### src/rtl/mips_mc_ctrl_fsm_if.sv
// Control bus between the multi-cycle MIPS controller and its datapath/memory.
// The master side is the controller; the slave side is the datapath that consumes the strobes.
interface mips_mc_ctrl_fsm_if #(
  parameter int ALU_CTRL_WIDTH = 3
);
  logic [5:0]                Op;
  logic [5:0]                Funct;
  logic                      Zero;
  logic                      mem_ready;
  logic                      PC_En;
  logic                      I_or_D;
  logic                      Mem_Read;
  logic                      Mem_Write;
  logic                      IR_Write;
  logic                      Reg_Dst;
  logic                      Mem_to_Reg;
  logic                      Reg_Write;
  logic                      ALU_Src_A;
  logic [1:0]                ALU_Src_B;
  logic [ALU_CTRL_WIDTH-1:0] ALU_Control;
  logic [1:0]                PC_Src;
  logic                      Illegal;
  logic                      Timeout;
  logic [3:0]                State;

  modport master (
    input  Op, Funct, Zero, mem_ready,
    output PC_En, I_or_D, Mem_Read, Mem_Write, IR_Write, Reg_Dst, Mem_to_Reg,
           Reg_Write, ALU_Src_A, ALU_Src_B, ALU_Control, PC_Src, Illegal, Timeout, State
  );

  modport slave (
    output Op, Funct, Zero, mem_ready,
    input  PC_En, I_or_D, Mem_Read, Mem_Write, IR_Write, Reg_Dst, Mem_to_Reg,
           Reg_Write, ALU_Src_A, ALU_Src_B, ALU_Control, PC_Src, Illegal, Timeout, State
  );
endinterface

### src/rtl/mips_mc_ctrl_fsm.sv
// Multi-cycle MIPS control FSM with memory wait states, access timeout and sticky traps.
// Define MC_CTRL_BNE_EN to decode opcode 0x05 (bne); otherwise it traps as illegal.
module mips_mc_ctrl_fsm #(
  parameter int MEM_TIMEOUT    = 15,
  parameter int ALU_CTRL_WIDTH = 3
) (
  input  logic                clk,
  input  logic                reset,
  mips_mc_ctrl_fsm_if.master  bus
);

  localparam int CNT_W = (MEM_TIMEOUT > 0) ? $clog2(MEM_TIMEOUT + 1) : 1;

  typedef enum logic [3:0] {
    S_FETCH   = 4'd0,  S_DECODE = 4'd1,  S_MEMADR = 4'd2,  S_MEMRD  = 4'd3,
    S_MEMWB   = 4'd4,  S_MEMWR  = 4'd5,  S_RTYPEEX = 4'd6, S_ALUWB  = 4'd7,
    S_BEQEX   = 4'd8,  S_ADDIEX = 4'd9,  S_ADDIWB = 4'd10, S_JEX    = 4'd11,
    S_BNEEX   = 4'd12, S_TRAP   = 4'd15
  } state_t;

  localparam logic [5:0] OP_RTYPE = 6'h00;
  localparam logic [5:0] OP_LW    = 6'h23;
  localparam logic [5:0] OP_SW    = 6'h2B;
  localparam logic [5:0] OP_BEQ   = 6'h04;
  localparam logic [5:0] OP_ADDI  = 6'h08;
  localparam logic [5:0] OP_J     = 6'h02;
`ifdef MC_CTRL_BNE_EN
  localparam logic [5:0] OP_BNE   = 6'h05;
`endif

  localparam logic [2:0] ALU_ADD = 3'b010;
  localparam logic [2:0] ALU_SUB = 3'b110;
  localparam logic [2:0] ALU_AND = 3'b000;
  localparam logic [2:0] ALU_OR  = 3'b001;
  localparam logic [2:0] ALU_SLT = 3'b111;

  state_t           state, state_next;
  logic [CNT_W-1:0] wait_cnt;
  logic             illegal, timeout;
  logic             set_illegal, set_timeout;
  logic             mem_state, mem_expired;
  logic             funct_ok;
  logic [2:0]       funct_alu;

  logic       pc_en, i_or_d, mem_read, mem_write, ir_write;
  logic       reg_dst, mem_to_reg, reg_write, alu_src_a;
  logic [1:0] alu_src_b, pc_src;
  logic [2:0] alu_ctrl;

  assign mem_state   = state inside {S_FETCH, S_MEMRD, S_MEMWR};
  // A zero MEM_TIMEOUT lets an access wait forever.
  assign mem_expired = (MEM_TIMEOUT != 0) && !bus.mem_ready &&
                       (wait_cnt == CNT_W'(MEM_TIMEOUT));

  always_comb begin
    funct_ok  = 1'b1;
    funct_alu = ALU_ADD;
    case (bus.Funct)
      6'h20:   funct_alu = ALU_ADD;
      6'h22:   funct_alu = ALU_SUB;
      6'h24:   funct_alu = ALU_AND;
      6'h25:   funct_alu = ALU_OR;
      6'h2A:   funct_alu = ALU_SLT;
      default: funct_ok  = 1'b0;
    endcase
  end

  // NOTE: every output and next-state signal gets a default first so no path infers a latch.
  always_comb begin
    state_next  = state;
    set_illegal = 1'b0;
    set_timeout = 1'b0;
    pc_en       = 1'b0;
    i_or_d      = 1'b0;
    mem_read    = 1'b0;
    mem_write   = 1'b0;
    ir_write    = 1'b0;
    reg_dst     = 1'b0;
    mem_to_reg  = 1'b0;
    reg_write   = 1'b0;
    alu_src_a   = 1'b0;
    alu_src_b   = 2'b00;
    alu_ctrl    = ALU_AND;
    pc_src      = 2'b00;

    case (state)
      S_FETCH: begin
        mem_read  = 1'b1;
        alu_src_b = 2'b01;
        alu_ctrl  = ALU_ADD;
        if (bus.mem_ready) begin
          ir_write   = 1'b1;
          pc_en      = 1'b1;
          state_next = S_DECODE;
        end else if (mem_expired) begin
          set_timeout = 1'b1;
          state_next  = S_TRAP;
        end
      end
      S_DECODE: begin
        alu_src_b = 2'b11;
        alu_ctrl  = ALU_ADD;
        case (bus.Op)
          OP_RTYPE:     state_next = S_RTYPEEX;
          OP_LW, OP_SW: state_next = S_MEMADR;
          OP_BEQ:       state_next = S_BEQEX;
          OP_ADDI:      state_next = S_ADDIEX;
          OP_J:         state_next = S_JEX;
`ifdef MC_CTRL_BNE_EN
          OP_BNE:       state_next = S_BNEEX;
`endif
          default: begin
            set_illegal = 1'b1;
            state_next  = S_TRAP;
          end
        endcase
      end
      S_MEMADR, S_ADDIEX: begin
        alu_src_a  = 1'b1;
        alu_src_b  = 2'b10;
        alu_ctrl   = ALU_ADD;
        if (state == S_ADDIEX) state_next = S_ADDIWB;
        else                   state_next = (bus.Op == OP_LW) ? S_MEMRD : S_MEMWR;
      end
      S_MEMRD, S_MEMWR: begin
        i_or_d    = 1'b1;
        mem_read  = (state == S_MEMRD);
        mem_write = (state == S_MEMWR);
        if (bus.mem_ready) begin
          state_next = (state == S_MEMRD) ? S_MEMWB : S_FETCH;
        end else if (mem_expired) begin
          set_timeout = 1'b1;
          state_next  = S_TRAP;
        end
      end
      S_MEMWB: begin
        reg_write  = 1'b1;
        mem_to_reg = 1'b1;
        state_next = S_FETCH;
      end
      S_RTYPEEX: begin
        alu_src_a = 1'b1;
        alu_ctrl  = funct_alu;
        if (funct_ok) begin
          state_next = S_ALUWB;
        end else begin
          set_illegal = 1'b1;
          state_next  = S_TRAP;
        end
      end
      S_ALUWB, S_ADDIWB: begin
        reg_write  = 1'b1;
        reg_dst    = (state == S_ALUWB);
        state_next = S_FETCH;
      end
      S_BEQEX, S_BNEEX: begin
        alu_src_a  = 1'b1;
        alu_ctrl   = ALU_SUB;
        pc_src     = 2'b01;
        pc_en      = (state == S_BEQEX) ? bus.Zero : !bus.Zero;
        state_next = S_FETCH;
      end
      S_JEX: begin
        pc_src     = 2'b10;
        pc_en      = 1'b1;
        state_next = S_FETCH;
      end
      S_TRAP:  state_next = S_TRAP;
      default: state_next = S_TRAP;
    endcase
  end

  // NOTE: sequential state uses non-blocking assignments so every register samples pre-edge values.
  always_ff @(posedge clk or negedge reset) begin
    if (!reset) begin
      state    <= S_FETCH;
      wait_cnt <= '0;
      illegal  <= 1'b0;
      timeout  <= 1'b0;
    end else begin
      state <= state_next;
      if (set_illegal) illegal <= 1'b1;
      if (set_timeout) timeout <= 1'b1;
      // The counter restarts whenever the FSM moves, so it only counts stalls of one access.
      if (state_next != state)             wait_cnt <= '0;
      else if (mem_state && !bus.mem_ready) wait_cnt <= wait_cnt + CNT_W'(1);
    end
  end

  assign bus.PC_En       = pc_en;
  assign bus.I_or_D      = i_or_d;
  assign bus.Mem_Read    = mem_read;
  assign bus.Mem_Write   = mem_write;
  assign bus.IR_Write    = ir_write;
  assign bus.Reg_Dst     = reg_dst;
  assign bus.Mem_to_Reg  = mem_to_reg;
  assign bus.Reg_Write   = reg_write;
  assign bus.ALU_Src_A   = alu_src_a;
  assign bus.ALU_Src_B   = alu_src_b;
  assign bus.ALU_Control = ALU_CTRL_WIDTH'(alu_ctrl);
  assign bus.PC_Src      = pc_src;
  assign bus.Illegal     = illegal;
  assign bus.Timeout     = timeout;
  assign bus.State       = state;

endmodule

### src/flat_wrapper.sv
// flat-port wrapper written by rule: the top's interface ports become plain ports
module mips_mc_ctrl_fsm_flat 
#(
  parameter int MEM_TIMEOUT    = 15,
  parameter int ALU_CTRL_WIDTH = 3
)
  (clk, reset, bus_Op, bus_Funct, bus_Zero, bus_mem_ready, bus_PC_En, bus_I_or_D, bus_Mem_Read, bus_Mem_Write, bus_IR_Write, bus_Reg_Dst, bus_Mem_to_Reg, bus_Reg_Write, bus_ALU_Src_A, bus_ALU_Src_B, bus_ALU_Control, bus_PC_Src, bus_Illegal, bus_Timeout, bus_State);
  mips_mc_ctrl_fsm_if #(.ALU_CTRL_WIDTH(ALU_CTRL_WIDTH)) bus_i ();
  input  logic clk;
  input  logic reset;
  input wire logic [$bits(bus_i.Op)-1:0] bus_Op;
  input wire logic [$bits(bus_i.Funct)-1:0] bus_Funct;
  input wire logic [$bits(bus_i.Zero)-1:0] bus_Zero;
  input wire logic [$bits(bus_i.mem_ready)-1:0] bus_mem_ready;
  output wire logic [$bits(bus_i.PC_En)-1:0] bus_PC_En;
  output wire logic [$bits(bus_i.I_or_D)-1:0] bus_I_or_D;
  output wire logic [$bits(bus_i.Mem_Read)-1:0] bus_Mem_Read;
  output wire logic [$bits(bus_i.Mem_Write)-1:0] bus_Mem_Write;
  output wire logic [$bits(bus_i.IR_Write)-1:0] bus_IR_Write;
  output wire logic [$bits(bus_i.Reg_Dst)-1:0] bus_Reg_Dst;
  output wire logic [$bits(bus_i.Mem_to_Reg)-1:0] bus_Mem_to_Reg;
  output wire logic [$bits(bus_i.Reg_Write)-1:0] bus_Reg_Write;
  output wire logic [$bits(bus_i.ALU_Src_A)-1:0] bus_ALU_Src_A;
  output wire logic [$bits(bus_i.ALU_Src_B)-1:0] bus_ALU_Src_B;
  output wire logic [$bits(bus_i.ALU_Control)-1:0] bus_ALU_Control;
  output wire logic [$bits(bus_i.PC_Src)-1:0] bus_PC_Src;
  output wire logic [$bits(bus_i.Illegal)-1:0] bus_Illegal;
  output wire logic [$bits(bus_i.Timeout)-1:0] bus_Timeout;
  output wire logic [$bits(bus_i.State)-1:0] bus_State;
  assign bus_i.Op = bus_Op;
  assign bus_i.Funct = bus_Funct;
  assign bus_i.Zero = bus_Zero;
  assign bus_i.mem_ready = bus_mem_ready;
  assign bus_PC_En = bus_i.PC_En;
  assign bus_I_or_D = bus_i.I_or_D;
  assign bus_Mem_Read = bus_i.Mem_Read;
  assign bus_Mem_Write = bus_i.Mem_Write;
  assign bus_IR_Write = bus_i.IR_Write;
  assign bus_Reg_Dst = bus_i.Reg_Dst;
  assign bus_Mem_to_Reg = bus_i.Mem_to_Reg;
  assign bus_Reg_Write = bus_i.Reg_Write;
  assign bus_ALU_Src_A = bus_i.ALU_Src_A;
  assign bus_ALU_Src_B = bus_i.ALU_Src_B;
  assign bus_ALU_Control = bus_i.ALU_Control;
  assign bus_PC_Src = bus_i.PC_Src;
  assign bus_Illegal = bus_i.Illegal;
  assign bus_Timeout = bus_i.Timeout;
  assign bus_State = bus_i.State;
  mips_mc_ctrl_fsm #(.MEM_TIMEOUT(MEM_TIMEOUT), .ALU_CTRL_WIDTH(ALU_CTRL_WIDTH)) u_core (.clk(clk), .reset(reset), .bus(bus_i));
endmodule
### config.mk
export PLATFORM = sky130hd
export DESIGN_NAME = mips_mc_ctrl_fsm_flat
export DESIGN_NICKNAME = d
export VERILOG_FILES = /design/src/rtl/mips_mc_ctrl_fsm_if.sv /design/src/rtl/mips_mc_ctrl_fsm.sv /design/src/flat_wrapper.sv
export SDC_FILE = /design/constraint.sdc
export NUM_CORES = 1
export LEC_CHECK = 0
export CAP_MARGIN = 25
export CORE_MARGIN = 2
export CORE_UTILIZATION = 25
export DETAILED_ROUTE_END_ITERATION = 10
export DONT_BUFFER_PORTS = 1
export PLACE_DENSITY = 0.41
export SETUP_SLACK_MARGIN = 0.05
export SYNTH_ARGS = -nofsm -noshare
export SYNTH_HDL_FRONTEND = slang
export SYNTH_SLANG_ARGS = --single-unit
### constraint.sdc
create_clock -name clk -period 4.45 [get_ports clk]
set_input_delay 0.2225 -clock clk [delete_from_list [all_inputs] [get_ports clk]]
set_output_delay 0.2225 -clock clk [all_outputs]
set_load 0.05 [all_outputs]
After elaboration in Yosys (flattened, before gate mapping). Cells that the tools add are included.

Output and inout port bits: 22. Input port bits: 16. Flip-flop bits (word level): 10.

$add $sub $neg: 1. Eq/ne operators: 24. Muxes and demuxes: 33. Reduce and logical (&&, ||, !) cells: 20.

Operators by type and width (count): equality test 6 bit, second input constant (7); 2-to-1 mux 4 bit (7); equality test 4 bit, second input constant (6); case mux 4 bit (6 select lines) (1); case mux 4 bit (5 select lines) (1); equality test 4 x 3 -> 1 bit, second input constant (4); 2-to-1 mux 1 bit (15); case mux 3 bit (4 select lines) (1); OR reduction 6 bit (2); OR reduction 2 bit (5); OR reduction 5 bit (2); case mux 3 bit (3 select lines) (1); equality test 4 x 2 -> 1 bit, second input constant (2); equality test 6 x 2 -> 1 bit, second input constant (1); equality test 6 x 3 -> 1 bit, second input constant (1); equality test 6 x 4 -> 1 bit, second input constant (1); logical NOT 6 bit (1); 2-to-1 mux 3 bit (2); case mux 2 bit (3 select lines) (1); OR reduction 3 bit (2); adder 4 x 1 -> 4 bit, second input constant (1); equality test 4 x 1 -> 1 bit, second input constant (1); logical NOT 4 bit (1); != test 4 bit (1); 8 further kinds (11).

Longest topological paths before layout. Gate-level depths: netlist (run 1).

Depth in word-level cells: 7. Depth in mapped cells: 7. Gate-level depth less buffers: 6.

Least setup slack after synthesis (run 1). OpenSTA, ideal clock, no wires.

Path type: flip-flop to output port. Start point: register u_core.state[1] (netlist: u_core.bus.State[1]). End point: output bus_PC_En. Required time: 4.228 ns. Path slack: 0.982 ns. Arrival: 3.246 ns. Stages on the path, launching flop included: 6. Path through: dfrtp_1 > buf_2 > buf_2 > nor3_1 > and3_1 > a211o_1.

Longest elaborated chain between the ends: 3. Elaborated cells between the ends (all ways): 7. Classes of those cells: eq/ne (3); mux (2); reduce/logical (2).

Ends and longest elaborated chain: start: declaration (line mips_mc_ctrl_fsm.sv:37) `state_t state, state_next;`; start signal: assignment (line mips_mc_ctrl_fsm.sv:181) `state <= state_next;`; equality test 4 bit (on tied branches) (line mips_mc_ctrl_fsm.sv:86, mips_mc_ctrl_fsm.sv:160); 2-to-1 mux 1 bit or OR reduction 2 bit (tied branches); case mux 1 bit (3 select lines) (*) (line mips_mc_ctrl_fsm.sv:86) `case (state)`; end: declaration (line flat_wrapper.sv:15) `output wire logic [$bits(bus_i.PC_En)-1:0] bus_PC_En;`.

Mark *: on every way between the ends. The rest lies on a longest branch, timed or not.

Worst setup path in the final report (run 1).
Start point: register u_core.state[3] (netlist: u_core.bus.State[3]). End point: output bus_PC_En.

The elaborated chain is that of the path after synthesis.

==> flow_summary.yaml, run 1 <==
power:
  ir_drop_mv: 0.2290
  total_power_w: 0.001156
  p_leak_nw: 0.5180
  power_density_nw_per_um2: 898.4
floorplanning:
  dieWidth_um: 71.34
  coreArea_um2: 4354
  die_area_um2: 5089
  start_util_pct: 26.03
  ios: 38
  num_rows: 24
  dieHeight_um: 71.34
logic_synthesis:
  yosys.area.top_type_share_pct: 22.08
  seq_area_frac_synth_pct: 22.08
  syn_nets: 167
  synth_area_leaders: "dfrtp_1 22%, nor3_1 6.2%, nand3_1 4.4%"
  synth_edf_count: 0
  yosysWarnings: 0
  async_flop_share_pct: 100.0
  avgSynthCellArea_um2: 7.557
  syn_area_um2: 1134
  syn_inst: 150
  yosys.cell_types.count: 50
  synthFlopType: "dfrtp_1"
  synth.largest_area_cell: "dfrtp_1"
  ys_ff_latch: 10
routing:
  drt_iter0_drc: 68
  viasPerCell: 5.686
  dr_total_vias: 1160
  drc_errors: 0
  drt-wirelength-per-cell_um: 17.36
  wl_mm: 3.541
  ant_nets: 0
  drt_first_pass_iters: 4
cts:
  clock_sinks: 10
  cts_max_level: 1
  clockRootBuffer: "clkbuf_8"
  insertion_delay_ns: 0.23
  cts_max_path_buffers: 2
  cts_tree: "built"
  ctsResizeCount: 0
  clk_pin_slew_ns: 0.04
  cts_buffers: 3
  post-cts-setup-buffer-count: 0
sta:
  finalSetupTns_ns: 0
  period_share_pct: 64.28
  slew_headroom_pct: 28.28
  maxSlewViolCount: 0
  tightest_slew_ns: 1.092
  clock-skew-final_ns: 0.005169
  hold_ws_ns: 0.2132
  rsz0062_at_grt: "false"
  finalSetupViolations: 0
  fin_crit_ns: 2.861
  hold_violations: 0
  fmax_mhz: 349.6
hold_path:
  min_path_type: "in -> reg"
place:
  dp_hpwl_mm: 2.758
  dpl_cell_area_um2: 1220
  portBuffers: 0
  place_congestion: 0.9005
finish:
  design_area_um2: 1286
  drive_gt1_share_pct: 13.82
  nets: 171
  nFillCells: 474
  syn_to_final_growth_pct: 13.47
  antenna_cells: 0
critical_path:
  crit_arrival_ns: 2.64
  end_kind: "output pin"
  critPathMaxFanout: 18
  critical_path.max_stage_delay_ns: 0.78
  slowest_stage: "nor3_2"
  worstPathCellList: "buf_4, inv_1, nor3_2, a211o_1"
  critPathLaunchType: "register"
  required_ns: 4.23
  path_class: "reg -> out"
  r2r_slack_ns: 1.83
global_route:
  grt.overflow.total: 0
  antenna_found_initial: 0
  gr-usage-all-layers_pct: 13.77
  grt_pass1_vias: 1107
  grt_start_max_net_pins: 23
  grt_first_pass_wirelength_mm: 5.671
job:
  maxCapViolCount: 0
outcome:
  status: "completed"
cells in the mapped netlist (2+ instances only):
cell type,count
inv_1,3
dfrtp_1,10
xor2_1,5
nand2b_1,6
a211o_1,2
buf_2,7
o21ai_1,3
xnor2_1,2
and4b_1,3
nor3_1,14
or4_1,2
o22ai_1,2
nand3_1,10
a21o_1,4
nor3b_1,2
and3_1,3
a311oi_1,2
a31oi_1,2
clkbuf_1,2
o21ai_0,5
nor2b_1,4
o221ai_1,2
o211ai_1,3
a21oi_1,4
nor2_1,11
nand2_1,12
mux2i_1,2
per-stage QoR:
step | cells | setup WS, ns | utilization (%)
floorplan | 150 | 0.9818 | -
global placement | 199 | 1.620 | 28.02
detailed placement | 199 | 1.624 | 28.02
CTS | 203 | 1.362 | 29.20
global route | 204 | 1.512 | 29.54
finish | 204 | 1.590 | 29.54
power by group:
group / internal, W / switching (W) / total [W]
clock network: 0.0000589 / 0.0000318 / 0.0000908
logic: 0.000241 / 0.000634 / 0.000875
registers: 0.000113 / 0.0000769 / 0.000190
total: 0.000412 / 0.000743 / 0.00116
worst max-delay path, delay by kind of cell, from the launching register on:
| kind | cells | cell delay [ns] |
|---|---|---|
| buffers and inverters | 2 | 0.43 |
| AO/OA/AOI/OAI | 1 | 0.51 |
| flip-flops | 1 | 0.68 |
| AND/OR/NAND/NOR | 1 | 0.78 |
final timing paths:
kind,to,from,cells past startpoint
min in group asynchronous,u_core.wait_cnt[0],reset,1
worst min-delay path,u_core.bus.State[0],bus_Op[4],2
worst min register to register,u_core.wait_cnt[1],u_core.wait_cnt[1],2
worst max-delay path,bus_PC_En,u_core.bus.State[3],4
worst max register to register,u_core.wait_cnt[0],u_core.bus.State[2],6
max in group asynchronous,u_core.bus.State[3],reset,1
per-layer routing:
| layer | vias to the layer above | global-route usage (%) | part of all wire (%) |
|---|---|---|---|
| li1 | 571 | - | - |
| met1 | 540 | 19.69 | 45 |
| met2 | 47 | 21.40 | 48 |
| met3 | 2 | 3.094 | 7.0 |
| met4 | 0 | 2.725 | 0.68 |
| met5 | - | 0 | 0 |
cells in the final DEF, fill, tap and decap left out, types with 3 or more instances in the layout:
cell type and n:
nand2b_1 6, xor2_1 5, nor2b_1 4, o211ai_1 3
nand3_1 10, nor3_1 11, o21ai_1 3, a21o_1 4
o21ai_0 5, and3_1 3, nor3_2 3, buf_4 7
nor2_1 11, clkbuf_8 3, a21oi_1 4, nand2_1 12
inv_1 3, and4b_1 3, dfrtp_1 10
registers in the layout, summed over array words and instances (netlist names):
register	flops
u_core.bus.Timeout	1
u_core.bus.State	4
u_core.bus.Illegal	1
u_core.wait_cnt	4
what timing repair did:
| item | in CTS | in global routing |
|---|---|---|
| endpoints found under the setup margin | 0 | 0 |
| endpoints found under the hold margin | 10 | 0 |
| hold buffers | 1 | 0 |
cell families (layout without fill, tap and decap cells):
logic type	count (synthesis)	count (layout)	synth area share (%)
flops	10	10	22.08
xor+xnor	7	7	5.408
buf+inv	14	16	5.408
fa+ha+maj	1	1	1.104
compound gates	39	39	26.60
mux	3	3	2.980
simple gates	76	76	36.43
layout make-up:
class                      count  area (um2)  share of cell area (%)
timing repair buffer           9       77.57                   6.031
clock buffer                   3       41.29                   3.210
sequential                    10       250.2                   19.46
tap                           52       65.06                   5.058
inverter                       4       15.01                   1.167
multi-input combinational    126       837.1                   65.08
(Power assumes the default switching activity.)
==> inputs of run 2 (changes only) <==
PLACE_DENSITY = 0.43   (was 0.41)
clock period = 2.4 ns   (was 4.45 ns; I/O delays follow)
==> run 2 against run 1 <==
Effect of this change: via count is 8.0% higher; register-to-register slack lost 1.5 ns; non-clock buffer count grew 18; critical path depth increased by 3; worst hold slack got worse by 0.091 ns; combinational power up 120%; sequential share of layout area shrank 2.3 points; final area up 14%; critical endpoint is now bus_ALU_Control[0].
==> flow_summary.yaml, run 2 (same netlist as run 1, synthesis figures left out) <==
floorplanning:
  dieWidth_um: 71.34
  dieHeight_um: 71.34
  die_area_um2: 5089
  num_rows: 24
  start_util_pct: 26.03
  coreArea_um2: 4354
  ios: 38
global_route:
  grt_first_pass_wirelength_mm: 5.975
  grt_pass1_vias: 1192
  grt_start_max_net_pins: 21
  grt.overflow.total: 0
  gr-usage-all-layers_pct: 14.51
  antenna_found_initial: 0
sta:
  period_share_pct: 85.84
  maxSlewViolCount: 0
  tightest_slew_ns: 0.5329
  fin_crit_ns: 2.060
  clock-skew-final_ns: 0.005077
  fmax_mhz: 485.4
  finalSetupTns_ns: 0
  finalSetupViolations: 0
  hold_violations: 0
  slew_headroom_pct: 64.47
  rsz0062_at_grt: "false"
  hold_ws_ns: 0.1222
hold_path:
  min_path_type: "in -> reg"
  whs_path_depth: 2
outcome:
  status: "completed"
cts:
  ctsResizeCount: 0
  insertion_delay_ns: 0.23
  clockRootBuffer: "clkbuf_8"
  cts_tree: "built"
  cts_max_path_buffers: 2
  cts_hold_buffers: 1
  post-cts-setup-buffer-count: 0
  cts_buffers: 3
  clk_pin_slew_ns: 0.05
  cts_max_level: 1
  clock_sinks: 10
finish:
  final_cells: 223
  antenna_cells: 0
  layout_commonest_cell: "buf_4"
  nFillCells: 470
  nets: 189
  drive_gt1_share_pct: 25.73
  syn_to_final_growth_pct: 29.03
  layout_common_cells: "25 x buf_4, 12 x nand2_1, 11 x nor2_1"
  design_area_um2: 1463
  multi_input_area_um2: 859.6
  seqCellArea_um2: 250.2
power:
  power_density_nw_per_um2: 1658
  ir_drop_mv: 0.6927
  p_leak_nw: 0.6215
place:
  place_congestion: 0.8828
  dp_cells: 218
  dpl_cell_area_um2: 1398
  portBuffers: 0
  dp_hpwl_mm: 2.864
routing:
  dr_total_vias: 1253
  viasPerCell: 5.619
  drc_errors: 0
  ant_nets: 0
  drt_iter0_drc: 56
  wl_mm: 3.619
  drt-wirelength-per-cell_um: 16.23
  drt_first_pass_iters: 4
critical_path:
  crit_arrival_ns: 1.94
  worstPathCellList: "buf_4, nand2b_1, nor2_1, and4b_1, nand2_1, o21ai_1, buf_12"
  critPathMaxFanout: 20
  required_ns: 2.28
  r2r.worst_path.cells: 6
  end_kind: "output pin"
  critPathLaunchType: "register"
  critical_path.max_stage_delay_ns: 0.41
  path_class: "reg -> out"
  slowest_stage: "dfrtp_1"
job:
  maxCapViolCount: 0
[run 2: final timing paths]
| check | startpoint | end | slack [ns] |
|---|---|---|---|
| setup / recovery | u_core.bus.State[0] | bus_ALU_Control[0] | 0.34 |
| hold / removal | bus_Op[4] | u_core.bus.State[0] | 0.12 |
| setup reg to reg | u_core.bus.State[2] | u_core.wait_cnt[0] | 0.36 |
| hold reg to reg | u_core.wait_cnt[1] | u_core.wait_cnt[1] | 0.60 |
| max in group asynchronous | reset | u_core.bus.Illegal | 1.82 |
| min in group asynchronous | reset | u_core.wait_cnt[0] | 0.27 |
[run 2: final cells by class]
cell class	count	share of cell area, %
timing repair buffer	27	14.88
sequential	10	17.11
tap	52	4.448
clock buffer	4	3.764
multi-input combinational	126	58.77
inverter	4	1.027
[run 2: per-layer routing]
layer	part of all wire, %	GRT usage [%]
met4	1.1	3.774
met3	7.1	2.532
met5	0	0
met1	45	20.05
met2	46	23.46
[run 2: critical path: cells and delay by family (launching register included)]
family | cells | cell delay, ns
AND/OR/NAND/NOR | 4 | 0.73
buffers and inverters | 2 | 0.43
AO/OA/AOI/OAI | 1 | 0.13
flip-flops | 1 | 0.41
[run 2: power breakdown]
part | leakage, nW | switching, W | internal (W)
registers | 0.128 | 0.0000803 | 0.000211
logic | 0.465 | 0.00130 | 0.000623
clock network | 0.0288 | 0.0000646 | 0.000144
[run 2: through the flow]
stage          power, W  utilization [%]  setup WS, ns
2_1_floorplan  0.001688                -      0.006564
3_3_place_gp   0.002216            32.10        0.3376
3_5_place_dp   0.002209            32.10        0.3576
4_1_cts        0.002433            33.59        0.3228
5_1_grt        0.002593            33.59        0.1210
6_report       0.002425            33.59        0.3399
